### src/rtl/rec2pol_sched.sv
// Two-requester round-robin scheduler that time-shares one rec2pol CORDIC core.
// Optional build macro REC2POL_RANGE_CHECK_EN rejects out-of-range X operands without running the core.
module rec2pol_sched #(
    parameter int unsigned ITER_CYCLES = 32,
    parameter int unsigned CNT_W       = 6
) (
    input  logic        clock,
    input  logic        reset,
    input  logic        req0_valid,
    output logic        req0_ready,
    input  logic [31:0] req0_x,
    input  logic [31:0] req0_y,
    input  logic        req1_valid,
    output logic        req1_ready,
    input  logic [31:0] req1_x,
    input  logic [31:0] req1_y,
    output logic        rsp_valid,
    input  logic        rsp_ready,
    output logic        rsp_id,
    output logic [31:0] rsp_mod,
    output logic [31:0] rsp_angle,
    output logic        rsp_err,
    output logic        cor_start,
    output logic        cor_enable,
    output logic [31:0] cor_x,
    output logic [31:0] cor_y,
    input  logic [31:0] cor_mod,
    input  logic [31:0] cor_angle,
    output logic        busy
);
    localparam int unsigned     DW       = 32;
    localparam logic [CNT_W-1:0] CNT_LAST = CNT_W'(ITER_CYCLES - 1);

    typedef enum logic [1:0] {IDLE, START, RUN, RESP} state_t;

    state_t            state_q, state_d;
    logic              last_grant_q, last_grant_d;
    logic              owner_q, owner_d;
    logic [CNT_W-1:0]  cnt_q, cnt_d;
    logic              cor_start_q, cor_start_d;
    logic              cor_enable_q, cor_enable_d;
    logic [DW-1:0]     cor_x_q, cor_x_d;
    logic [DW-1:0]     cor_y_q, cor_y_d;
    logic              rsp_valid_q, rsp_valid_d;
    logic              rsp_id_q, rsp_id_d;
    logic [DW-1:0]     rsp_mod_q, rsp_mod_d;
    logic [DW-1:0]     rsp_angle_q, rsp_angle_d;
    logic              busy_q, busy_d;

    logic              grant0, grant1;
    logic              accept, accept_id;
    logic [DW-1:0]     acc_x, acc_y;

    // A lone valid wins; on contention the requester not granted last time wins.
    always_comb begin
        grant0 = req0_valid && (!req1_valid || last_grant_q);
        grant1 = req1_valid && (!req0_valid || !last_grant_q);
    end

    assign req0_ready = (state_q == IDLE) && grant0;
    assign req1_ready = (state_q == IDLE) && grant1;
    assign accept     = req0_ready || req1_ready;
    assign accept_id  = req1_ready;
    assign acc_x      = accept_id ? req1_x : req0_x;
    assign acc_y      = accept_id ? req1_y : req0_y;

`ifdef REC2POL_RANGE_CHECK_EN
    localparam logic signed [DW-1:0] X_MAX = 32'sh7FFF_0000;
    logic range_bad;
    logic rsp_err_q, rsp_err_d;

    // The core only converges for strictly positive X below X_MAX.
    assign range_bad = !(($signed(acc_x) > 0) && ($signed(acc_x) < X_MAX));
    assign rsp_err   = rsp_err_q;
`else
    assign rsp_err   = 1'b0;
`endif

    always_comb begin
        state_d      = state_q;
        last_grant_d = last_grant_q;
        owner_d      = owner_q;
        cnt_d        = cnt_q;
        cor_start_d  = 1'b0;
        cor_enable_d = cor_enable_q;
        cor_x_d      = cor_x_q;
        cor_y_d      = cor_y_q;
        rsp_valid_d  = rsp_valid_q;
        rsp_id_d     = rsp_id_q;
        rsp_mod_d    = rsp_mod_q;
        rsp_angle_d  = rsp_angle_q;
`ifdef REC2POL_RANGE_CHECK_EN
        rsp_err_d    = rsp_err_q;
`endif

        case (state_q)
            IDLE: begin
                if (accept) begin
                    cor_x_d      = acc_x;
                    cor_y_d      = acc_y;
                    owner_d      = accept_id;
                    last_grant_d = accept_id;
`ifdef REC2POL_RANGE_CHECK_EN
                    if (range_bad) begin
                        // Rejected job: response is raised on the following cycle in RESP.
                        state_d     = RESP;
                        rsp_id_d    = accept_id;
                        rsp_mod_d   = '0;
                        rsp_angle_d = '0;
                        rsp_err_d   = 1'b1;
                    end else begin
                        state_d      = START;
                        cor_start_d  = 1'b1;
                        cor_enable_d = 1'b1;
                    end
`else
                    state_d      = START;
                    cor_start_d  = 1'b1;
                    cor_enable_d = 1'b1;
`endif
                end
            end
            START: begin
                cnt_d   = '0;
                state_d = RUN;
            end
            RUN: begin
                cnt_d = cnt_q + CNT_W'(1);
                if (cnt_q == CNT_LAST) begin
                    cor_enable_d = 1'b0;
                    rsp_valid_d  = 1'b1;
                    rsp_id_d     = owner_q;
                    rsp_mod_d    = cor_mod;
                    rsp_angle_d  = cor_angle;
`ifdef REC2POL_RANGE_CHECK_EN
                    rsp_err_d    = 1'b0;
`endif
                    state_d      = RESP;
                end
            end
            RESP: begin
                cor_enable_d = 1'b0;
                if (rsp_valid_q && rsp_ready) begin
                    rsp_valid_d = 1'b0;
                    state_d     = IDLE;
                end
`ifdef REC2POL_RANGE_CHECK_EN
                else if (!rsp_valid_q) begin
                    rsp_valid_d = 1'b1;
                end
`endif
            end
            default: begin
                state_d = IDLE;
            end
        endcase

        busy_d = (state_d != IDLE);
    end

    always_ff @(posedge clock) begin
        if (reset) begin
            state_q      <= IDLE;
            last_grant_q <= 1'b1;
            owner_q      <= 1'b0;
            cnt_q        <= '0;
            cor_start_q  <= 1'b0;
            cor_enable_q <= 1'b0;
            cor_x_q      <= '0;
            cor_y_q      <= '0;
            rsp_valid_q  <= 1'b0;
            rsp_id_q     <= 1'b0;
            rsp_mod_q    <= '0;
            rsp_angle_q  <= '0;
            busy_q       <= 1'b0;
`ifdef REC2POL_RANGE_CHECK_EN
            rsp_err_q    <= 1'b0;
`endif
        end else begin
            state_q      <= state_d;
            last_grant_q <= last_grant_d;
            owner_q      <= owner_d;
            cnt_q        <= cnt_d;
            cor_start_q  <= cor_start_d;
            cor_enable_q <= cor_enable_d;
            cor_x_q      <= cor_x_d;
            cor_y_q      <= cor_y_d;
            rsp_valid_q  <= rsp_valid_d;
            rsp_id_q     <= rsp_id_d;
            rsp_mod_q    <= rsp_mod_d;
            rsp_angle_q  <= rsp_angle_d;
            busy_q       <= busy_d;
`ifdef REC2POL_RANGE_CHECK_EN
            rsp_err_q    <= rsp_err_d;
`endif
        end
    end

    assign cor_start  = cor_start_q;
    assign cor_enable = cor_enable_q;
    assign cor_x      = cor_x_q;
    assign cor_y      = cor_y_q;
    assign rsp_valid  = rsp_valid_q;
    assign rsp_id     = rsp_id_q;
    assign rsp_mod    = rsp_mod_q;
    assign rsp_angle  = rsp_angle_q;
    assign busy       = busy_q;

endmodule

### config.mk
export PLATFORM = sky130hd
export DESIGN_NAME = rec2pol_sched
export DESIGN_NICKNAME = d
export VERILOG_FILES = /design/src/rtl/rec2pol_sched.sv
export SDC_FILE = /design/constraint.sdc
export NUM_CORES = 1
export LEC_CHECK = 0
export ABC_AREA = 1
export CAP_MARGIN = 10
export CORE_MARGIN = 2
export CORE_UTILIZATION = 39
export DETAILED_ROUTE_END_ITERATION = 12
export GPL_ROUTABILITY_DRIVEN = 0
export GPL_TIMING_DRIVEN = 0
export PLACE_DENSITY = 0.81
export SETUP_SLACK_MARGIN = 0.1
export SLEW_MARGIN = 0
export SYNTH_ARGS = -nofsm -noshare
export SYNTH_HDL_FRONTEND = slang
export SYNTH_SLANG_ARGS = --single-unit
### constraint.sdc
create_clock -name clock -period 2 [get_ports clock]
set_input_delay 0.4 -clock clock [delete_from_list [all_inputs] [get_ports clock]]
set_output_delay 0.4 -clock clock [all_outputs]
set_load 0.02 [all_outputs]
==> impl_metrics.yaml <==
cells_and_area:
  mostFrequentLayoutCells: "clkdlybuf4s50_1 (328), nand2_1 (148), dfxtp_1 (142)"
  design_area_um2: 10300
  syn_to_final_growth_pct: 70.4
  drive_above_1_share: 0.141
  utilization: 0.677
  fillers: 1240
  diodes: 0
  final_nets: 1320
  final_common_cell: "clkdlybuf4s50_1"
critical_path:
  critical_path_arrival_ps: 1440
  critical-path-top-delay-family: "buffers and inverters"
  critPathLaunchType: "flip-flop"
  path_max_fanout: 2
  reg2reg_depth: 7
  critical_path.cell_chain: "clkdlybuf4s50_1"
  critPathMaxStageDelay_ps: 640
  path_class: "flip-flop to output port"
  worstSetupEndpointType: "output port"
  worstPathRequired_ps: 1600
  rrSetupSlack_ps: 250
  path_depth: 1
  timing.rr.end: "rsp_mod[7]"
  cpMaxStageDelayCell: "clkdlybuf4s50_1"
  path_buf_inv: 1
  reg2reg_from: "state_q[0]"
logic_synthesis:
  yosys_warnings: 0
  postSynthCellCount: 768
  postSynthAreaPerCell_um2: 7.84
  synth_seq_cells: 143
  synth_nets: 970
  synthesis.area_um2: 6020
  synth_seq_area_share: 0.475
  synth_cell_types: 27
route:
  vias: 6386
  wl_per_cell_um: 15.6
  ant_nets: 0
  drc_errors: 0
  drt_pass1_iterations: 5
  avgViaCountPerCell: 4.84
  totalWireLength_mm: 20.5
  dr.first_iter.drc_count: 228
power_and_ir_drop:
  vdd_ir_drop_max_mv: 0.603
  total_power_mw: 8.71
  powerDensity_nw_per_um2: 849
  p_leak_nw: 3.86
timing:
  post-route-period-util: 0.921
  tns_ps: 0
  clock.fmax_mhz: 543
  worst_pin_slew_ps: 750
  drv_slew: 0
  skew_ps: 10.4
  finalSetupViolations: 0
  hold_viol: 0
  whs_ps: 463
  rsz0062_at_grt: "yes"
  slew_headroom: 0.500
  finalCriticalPeriod_ps: 1840
clock_tree:
  clk_latency_ps: 420
  cts_sinks: 143
  htreeDepth: 4
  clockRootBuffer: "clkbuf_16"
  path_clk_slew_ps: 60
  cts_tree: "done"
  cts-buffers-inserted: 17
  cts_buffer_depth: 2
outcome:
  status: "completed"
worst_hold_path:
  hold_path_startpoint: "rsp_angle[21]"
  hold_depth: 2
  holdCritPathClass: "flip-flop to flip-flop"
  holdPathEnd: "rsp_angle[21]"
flow_run:
  cap_violations: 0
global_routing:
  grt_start_max_net_pins: 17
  antenna_found_initial: 0
  grt_pass1_vias: 6254
  grt_pass1_wl_mm: 31.8
  grt_overflow: 0
  track_usage: 0.247
floorplan:
  fp.dieH_um: 128
  die_width_um: 128
  fp.coreArea_um2: 15100
  start_util: 0.398
  rows: 45
  dieArea_um2: 16400
  ios: 333
placed_design:
  port-buffer-count: 330
  post_dp_cell_area_um2: 9560
  dp_hpwl_mm: 15.6
## synth_stat cells (all sizes together)
cell type / number / share of area
nand3b: 1 / 0.0012
nand2: 188 / 0.13
o21ai: 130 / 0.11
inv: 46 / 0.029
nand3: 71 / 0.060
a21oi: 73 / 0.086
ha: 5 / 0.010
clkbuf: 19 / 0.012
xnor2: 1 / 0.0015
buf: 38 / 0.045
dfxtp: 143 / 0.48
conb: 1 / 0.00062
xor2: 1 / 0.0015
o21bai: 2 / 0.0025
nor2: 46 / 0.031
a211oi: 1 / 0.0012
nor3: 2 / 0.0017
## stage by stage
stage / setup slack (ps) / instances
CTS: 120 / 1318
global route: 84.9 / 1319
finish: 157 / 1319
global placement: -573 / 1286
floorplan: 466 / 768
detailed placement: -606 / 1286
## report_power, final
part           leakage [nW]  total (mW)  internal (mW)  switching, mW
sequential             1.17        3.21           3.08          0.135
combinational          2.37        1.93          0.941          0.993
clock                 0.320        3.56           2.35           1.21
total                  3.86        8.71           6.37           2.34
## routing by layer
layer | wire length, um | vias up | share of wire | track usage
met4 | 470 | 0 | 0.023 | 0.0873
met1 | 8190 | 2888 | 0.40 | 0.275
met2 | 10000 | 255 | 0.49 | 0.434
met5 | 0 | - | 0 | 0
met3 | 1870 | 32 | 0.091 | 0.0906
li1 | - | 3211 | - | -
## cell type report
cell class | instances | area, um2 | area share
Multi-Input combinational cell | 522 | 2670 | 0.260
Tap cell | 188 | 235 | 0.0229
Clock buffer | 23 | 488 | 0.0476
Clock inverter | 9 | 179 | 0.0174
Timing Repair Buffer | 332 | 3310 | 0.323
Sequential cell | 143 | 2860 | 0.279
Buffer | 56 | 339 | 0.0330
Inverter | 46 | 178 | 0.0173
## flip-flops by register name, summed over array words and instances (netlist names), 2 cells and up
name,flops
cnt_q,6
cor_x,32
cor_y,32
rsp_angle,32
rsp_mod,32
state_q,2
## worst register-to-register path, delay by kind of cell (launching register included)
family	cells	cell delay, ps
buf+inv	3	560
flops	1	380
simple gates	2	320
fa+ha+maj	1	270
compound gates	1	140
## worst max-delay path by stage
| stage | from | endpoint |
|---|---|---|
| after global placement | req1_valid | req1_ready |
| after floorplan | state_q[0] | req1_ready |
| after global routing | state_q[1] | req0_ready |
| after detailed placement | req1_valid | req1_ready |
| after CTS | state_q[1] | req1_ready |
| final | cor_y[20] | cor_y[20] |
## what timing repair did
item / in CTS / in global routing
setup buffers: 1 / 1
hold buffers: 0 / 0
resized for setup: 16 / 5
endpoints found under the setup margin: 21 / 10
pin swaps: 1 / 2
## cells by family (layout without fill, tap and decap cells)
group / count (synthesis) / count (layout) / share of synthesized area
buffers and inverters: 103 / 466 / 0.0852
adder cells (fa/ha/maj): 5 / 5 / 0.0104
AO/OA/AOI/OAI: 206 / 206 / 0.197
flip-flops: 143 / 143 / 0.475
other: 1 / 1 / 0.000623
AND/OR/NAND/NOR: 308 / 308 / 0.228
XOR/XNOR: 2 / 2 / 0.00291
(Power assumes the default switching activity.)
